$ cat config.mk
export PLATFORM = sky130hd
export DESIGN_NAME = radix8_booth_recoder
export DESIGN_NICKNAME = d
export VERILOG_FILES = /design/src/rtl/radix8_pkg.sv /design/src/rtl/radix8_digit_enc.sv /design/src/rtl/radix8_booth_recoder.sv
export SDC_FILE = /design/constraint.sdc
export NUM_CORES = 1
export LEC_CHECK = 0
export CORE_MARGIN = 3
export CORE_UTILIZATION = 28
export DETAILED_ROUTE_END_ITERATION = 10
export GPL_ROUTABILITY_DRIVEN = 0
export GPL_TIMING_DRIVEN = 0
export SLEW_MARGIN = 25
export SYNTH_ARGS = -nofsm -noshare
export SYNTH_HDL_FRONTEND = slang
export SYNTH_SLANG_ARGS = --single-unit
$ cat constraint.sdc
create_clock -name clk -period 6.2 [get_ports clk]
set_input_delay 0.93 -clock clk [delete_from_list [all_inputs] [get_ports clk]]
set_output_delay 0.93 -clock clk [all_outputs]
set_load 0.05 [all_outputs]
$ cat src/rtl/radix8_pkg.sv
// Shared constants and state encoding for the radix-8 Booth recoder.
package radix8_pkg;

  localparam int unsigned NUM_DIGITS = 11;
  localparam int unsigned OP_W       = 32;
  localparam int unsigned A3_W       = 35;
  localparam int unsigned IDX_W      = 4;

  typedef enum logic [1:0] {
    ST_IDLE,
    ST_PRECOMP,
    ST_EMIT
  } state_e;

endpackage

$ cat src/rtl/radix8_digit_enc.sv
// Radix-8 Booth digit encoder: 4-bit overlapping group -> magnitude (0..4) and sign.
module radix8_digit_enc (
  input  logic [3:0] grp_i,
  output logic [2:0] mag_o,
  output logic       neg_o
);

  logic [2:0] pos_sum;

  always_comb begin
    // 2*b2 + b1 + b0 is the non-negative part; b3 contributes -4.
    pos_sum = {1'b0, grp_i[2], 1'b0} + {2'b00, grp_i[1]} + {2'b00, grp_i[0]};
    mag_o   = pos_sum;
    neg_o   = 1'b0;
    if (grp_i[3]) begin
      mag_o = 3'd4 - pos_sum;
      neg_o = (pos_sum != 3'd4);
    end
  end

endmodule

$ cat src/rtl/radix8_booth_recoder.sv
// Radix-8 Booth recoder: captures a/x, precomputes 3*a, streams 11 digits with valid/ready.
// Optional reconstruction checker enabled by RADIX8_RECODE_CHECK_EN.
module radix8_booth_recoder
  import radix8_pkg::*;
(
  input  logic        clk,
  input  logic        rst,
  input  logic        start,
  input  logic [31:0] a,
  input  logic [31:0] x,
  input  logic        digit_ready,
  output logic        digit_valid,
  output logic [2:0]  digit_mag,
  output logic        digit_neg,
  output logic [3:0]  digit_idx,
  output logic        digit_last,
  output logic [31:0] a_reg,
  output logic [34:0] a3,
  output logic        busy,
  output logic        done,
  output logic        chk_err
);

  localparam logic [IDX_W-1:0] LAST_IDX = IDX_W'(NUM_DIGITS - 1);

  state_e            state_q, state_d;
  logic [OP_W-1:0]   a_q, x_q;
  logic [A3_W-1:0]   a3_q;
  logic [IDX_W-1:0]  idx_q;
  logic              done_q;

  logic              emit, xfer, xfer_last, accept;
  logic [OP_W+1:0]   x_ext;
  logic [5:0]        shamt;
  logic [3:0]        grp;
  logic [2:0]        enc_mag;
  logic              enc_neg;

  assign emit      = (state_q == ST_EMIT);
  assign xfer      = emit && digit_ready;
  assign xfer_last = xfer && (idx_q == LAST_IDX);
  assign accept    = (state_q == ST_IDLE) && start;

  always_comb begin
    state_d = state_q;
    unique case (state_q)
      ST_IDLE:    if (start) state_d = ST_PRECOMP;
      ST_PRECOMP: state_d = ST_EMIT;
      ST_EMIT:    if (xfer_last) state_d = ST_IDLE;
      default:    state_d = ST_IDLE;
    endcase
  end

  always_ff @(posedge clk or posedge rst) begin
    if (rst) state_q <= ST_IDLE;
    else     state_q <= state_d;
  end

  always_ff @(posedge clk or posedge rst) begin
    if (rst) begin
      a_q    <= '0;
      x_q    <= '0;
      a3_q   <= '0;
      idx_q  <= '0;
      done_q <= 1'b0;
    end else begin
      done_q <= xfer_last;
      if (accept) begin
        a_q   <= a;
        x_q   <= x;
        idx_q <= '0;
      end
      if (state_q == ST_PRECOMP)
        a3_q <= {{3{a_q[31]}}, a_q} + {{2{a_q[31]}}, a_q, 1'b0};
      if (xfer && !xfer_last)
        idx_q <= idx_q + 1'b1;
    end
  end

  // x_ext[0] is the implicit x[-1]=0 and x_ext[33] repeats the sign, so group i is x_ext[3i+3:3i].
  assign x_ext = {x_q[31], x_q, 1'b0};
  assign shamt = 6'(idx_q) * 6'd3;
  assign grp   = 4'(x_ext >> shamt);

  radix8_digit_enc u_enc (
    .grp_i (grp),
    .mag_o (enc_mag),
    .neg_o (enc_neg)
  );

  assign digit_valid = emit;
  assign digit_mag   = emit ? enc_mag : '0;
  assign digit_neg   = emit ? enc_neg : 1'b0;
  assign digit_idx   = emit ? idx_q : '0;
  assign digit_last  = emit && (idx_q == LAST_IDX);
  assign a_reg       = a_q;
  assign a3          = a3_q;
  assign busy        = (state_q != ST_IDLE);
  assign done        = done_q;

`ifdef RADIX8_RECODE_CHECK_EN
  logic signed [3:0]  chk_digit;
  logic signed [35:0] acc_q, acc_d;
  logic               chk_q;

  assign chk_digit = enc_neg ? -$signed({1'b0, enc_mag}) : $signed({1'b0, enc_mag});
  assign acc_d     = acc_q + (36'(chk_digit) <<< shamt);

  always_ff @(posedge clk or posedge rst) begin
    if (rst) begin
      acc_q <= '0;
      chk_q <= 1'b0;
    end else if (accept) begin
      acc_q <= '0;
      chk_q <= 1'b0;
    end else if (xfer) begin
      acc_q <= acc_d;
      if (xfer_last)
        chk_q <= (acc_d != $signed({{4{x_q[31]}}, x_q}));
    end
  end

  assign chk_err = chk_q;
`else
  assign chk_err = 1'b0;
`endif

endmodule

# == After elaboration in Yosys (flattened, before gate mapping) ==
# Index checks and enable logic that the tools add are counted.
# Widths: inputs -> output; s select.
# op_classes
n_addsub,5
mul,1
eq_ne,6
shifts,1
muxes,10
n_reduce_logical,10
# op_table
op,n
$add 32x33->34,1
$shr 34x6->4,1
$mux 4,3
$mul 4x2->6 const B,1
$mux 3,2
$pmux 2 s3,1
$logic_and 1x1->1,5
$add 4x1->4 const B,1
$eq 4x4->1 const B,1
$mux 2,2
$reduce_bool 2->1,2
$add 2x1->3,1
$add 3x1->3,1
$ne 3x3->1 const B,1
$sub 3x3->3 const A,1
$eq 2x1->1 const B,1
$eq 2x2->1 const B,1
$logic_not 2->1,1
$mux 1,2
$ne 2x1->1 const B,1
$ne 2x2->1 const B,1
$reduce_and 2->1,1
$logic_not 1->1,1
# word_totals
reg_bits,106
input_bits,68
output_inout_bits,80
elab_cells,39

# == Depth between registers and ports, before layout ==
# depth
ltp_word,7
ltp_mapped,20
depth_no_buf,14

# == By module ==
# From an unflattened synthesis, not the netlist that was laid out.
# hier_totals
cells_unflattened,778
hier_area_um2,6897.9
# modules_own_cells
mod,instances,cells_each,area_each_um2,seq_area_each_um2
radix8_booth_recoder,1,769,6811.5,2627.5
radix8_digit_enc,1,9,86.3,0.0

# == Worst setup path before layout ==
# OpenSTA, ideal clock, no wires.
# synth_timing
path_type,register -> output
start,register idx_q[0]
end,output port digit_mag[2]
arrival_time_ns,4.915
required_time_ns,5.270
setup_slack_ns,0.355
stages_incl_launch_ff,20
n_path_buf,7
cell_sequence,dfrtp_1 -> buf_6 -> buf_12 -> buf_6 -> inv_1 -> ha_1 -> buf_2 -> buf_2 -> buf_2 -> clkbuf_1 -> mux4_2 -> mux4_2 -> nand2_1 -> a21oi_1 -> ha_1 -> inv_1 -> ha_1 -> ha_1 -> nand2_1 -> o21ai_0
# synth_via
elab_chain_len,7
# synth_lines
element,line,text
"start, declared",radix8_booth_recoder.sv:29,logic [IDX_W-1:0] idx_q;
"start signal, assigned",radix8_booth_recoder.sv:76,idx_q <= idx_q + 1'b1;
$mul 4x2->6 *,radix8_booth_recoder.sv:82,assign shamt = 6'(idx_q) * 6'd3;
$shr 34x6->4 *,radix8_booth_recoder.sv:83,assign grp = 4'(x_ext >> shamt);
$add 2x1->3,radix8_digit_enc.sv:12,"pos_sum = {1'b0, grp_i[2], 1'b0} + {2'b00, grp_i[1]} + {2'b00, grp_i[0]};"
$add 3x1->3,radix8_digit_enc.sv:12,
$sub 3x3->3,radix8_digit_enc.sv:16,mag_o = 3'd4 - pos_sum;
$mux 3 *,radix8_digit_enc.sv:15,if (grp_i[3]) begin
$mux 3 *,radix8_booth_recoder.sv:92,assign digit_mag = emit ? enc_mag : '0;
"end, declared",radix8_booth_recoder.sv:13,"output logic [2:0] digit_mag,"
# Every way passes the cells marked *; elsewhere a longest branch is shown, timed or not.

# == Worst setup path after layout ==
# Same ends and word-level chain as after synthesis.

==> qor.csv <==
metric;value;unit
Synth area leaders;dfrtp_1 37%, nand2_1 14%, ha_1 7.0%;
period utilisation layout;93.9;%
clk_skew;0.0151;ns
Most used DFF post-synth;dfrtp_1;
die area;27500;um2
Final Max Tran Viols;0;
Core Box Area;24700;um2
largest net degree at the start of global routing;55;
vias post-DR;6373;
Setup Crit Path Kind;flip-flop to primary output;
CTS Root Buffer Type;clkbuf_16;
drt total wl;21600;um
Post-Syn Area per Cell;9.04;um2
crit end category;primary output;
CTS tree;done;
final number of setup-violating endpoints;0;
FF/Latch Area;2630;um2
worst hold endpoint;a3[2];
unrepaired setup endpoints after global routing;false;
Reg-to-Reg End;a3[21];
Netlist cell types;72;
I/O pin count;148;
Setup WS pre-CTS;-0.150;ns
Setup Buffers After CTS;0;
worst r2r src;a_reg[1];
routed wire length per instance;16.9;um
P&R area growth vs syn;30.3;%
R2R setup slack;3.15;ns
Yosys top cell area share;36.7;%
Final Instance Area;9330;um2
Multi-input gate area;4250;um2
fillcell total;2530;
status;finished, final reports clean;
sequential share of the synthesized area;36.7;%
hold-critical path depth;2;
layout cells sized above 1;6.70;%
Starting Density;28.9;%
total CTS buffers;9;
1st-iter DRT viols;469;
max reg flops;34;
IO buf count;146;
Via density;4.98;
CTS sink count;105;
Synthesis Warnings;0;
clock buffer depth;2;
CTS clk-pin slew, worst paths;0.07;ns
fraction of registers with async set/reset;100;%
post-synthesis cell count;792;
drt pass-1 iters;5;
utilization after layout;37.7;%
clock latency on the worst-skew pair;0.36;ns
crit path setup slack, layout;0.376;ns
Required @ worst endpoint;5.27;ns
first-pass GRT wire length;35200;um
FF-to-FF path depth;9;
Max-slew headroom;43.3;%
Hold Crit Class;flip-flop to flip-flop;
Placed Area;9060;um2
fin nets;1060;
Post-route DRC;0;
chip width;166;um
ANT cells;0;
Fmax achieved;0.172;GHz
Yosys top cell by area;dfrtp_1;
count of flip-flops with a built-in enable after synthesis;0;
initial antenna violation count;0;
die height;166;um
Core Rows;57;
count leader, synth;nand2_1;
ANT nets after route;0;
Critical Path Start Type;flip-flop;
synthesized area;7160;um2
maxcap violations;0;
crit-path max FO;10;
all-layer global routing usage;15.6;%
dpl hpwl;16500;um
total grt overflow;0;
Hold Violations, Final;0;
CP Data Arrival Time;4.89;ns
Post-synth top cells;262 x nand2_1, 105 x dfrtp_1, 42 x a21oi_1;
Mapped Nets;902;
Worst-Margin Slew;0.843;ns
Hold Crit Start;a3[2];
Seq cells post-synth;105;
H-tree Lvls;3;
vias in the first global route;6479;
minimum clock period;5.82;ns
==> worst max-delay path: stages, from the launching register on <==
cell and delay (ns):
dfrtp_1 0.40, buf_6 0.19, buf_12 0.16, buf_6 0.17, inv_1 0.11, ha_1 0.28
buf_2 0.22, clkbuf_4 0.27, clkbuf_4 0.25, buf_2 0.28, mux4_2 0.35, mux4_2 0.48
nand2_1 0.08, a21oi_1 0.07, ha_1 0.29, inv_1 0.04, ha_1 0.19, ha_1 0.26
nand2_1 0.04, o21ai_0 0.14, clkbuf_4 0.25
==> cells in the final DEF, fill, tap and decap left out, types with 5 or more instances in the layout <==
master           instances
a21o_1                  15
mux2i_1                  7
mux4_2                  19
inv_1                   15
a21oi_1                 42
ha_1                    40
dfrtp_1                105
o21a_1                   5
nor3_1                  11
clkbuf_1                32
clkdlybuf4s50_1        143
o31ai_1                  6
o21ai_0                 37
nand3_1                 21
nor2_1                  21
nand4_1                  9
o21bai_1                 6
nand2_1                262
clkbuf_16                9
buf_1                    6
mux4_1                  16
nand2b_1                 5
xor2_1                  10
and2_1                   6
xnor2_1                 12
==> worst max path at each step <==
stage | startpoint | end
2_1_floorplan | idx_q[0] | digit_mag[2]
3_3_place_gp | idx_q[0] | digit_mag[2]
3_5_place_dp | idx_q[0] | digit_mag[2]
4_1_cts | idx_q[0] | digit_neg
5_1_grt | idx_q[0] | digit_mag[2]
6_report | idx_q[0] | digit_mag[2]
==> logic make-up (layout without fill, tap and decap cells) <==
kind of cell | Yosys count | in the layout | synth area share [%]
compound gates | 154 | 154 | 14.2
xor+xnor | 23 | 23 | 2.92
flops | 105 | 105 | 36.7
other cells | 1 | 1 | 0.0524
mux | 46 | 46 | 13.5
fa+ha+maj | 42 | 42 | 7.55
buf+inv | 63 | 226 | 3.91
simple gates | 358 | 358 | 21.2
==> routing by layer <==
layer / up-vias / wire, um / share of wire (%) / GRT usage [%]
li1: 3149 / - / - / -
met1: 3076 / 10500 / 49 / 22.1
met2: 133 / 9980 / 46 / 25.2
met3: 15 / 861 / 4.0 / 2.55
met4: 0 / 258 / 1.2 / 3.54
met5: - / 0 / 0 / 0
==> area by class of cell <==
cell class | count | share of cell area (%)
buffer | 46 | 2.39
timing repair buffer | 147 | 15.8
tap | 324 | 4.34
clock inverter | 5 | 0.496
clock buffer | 11 | 2.49
sequential | 105 | 28.2
multi-input combinational | 624 | 45.6
inverter | 17 | 0.737
==> metrics by stage <==
stage,TNS [ns],instances,hold WS (ns)
floorplan,0,792,0.459
global placement,-0.244,1262,0.464
detailed placement,-0.205,1263,0.473
CTS,0,1279,0.490
global route,0,1279,0.507
finish,0,1279,0.482
==> timing repair <==
item | CTS | global route
pin swaps | 0 | 0
gates cloned | 0 | 0
endpoints found under the setup margin | 3 | 3
gates resized for setup | 7 | 12
hold buffers | 0 | 0
endpoints found under the hold margin | 0 | 0
Power is not shown: default switching activity piles up to over one toggle a cycle in this logic, so the estimate is an artifact.
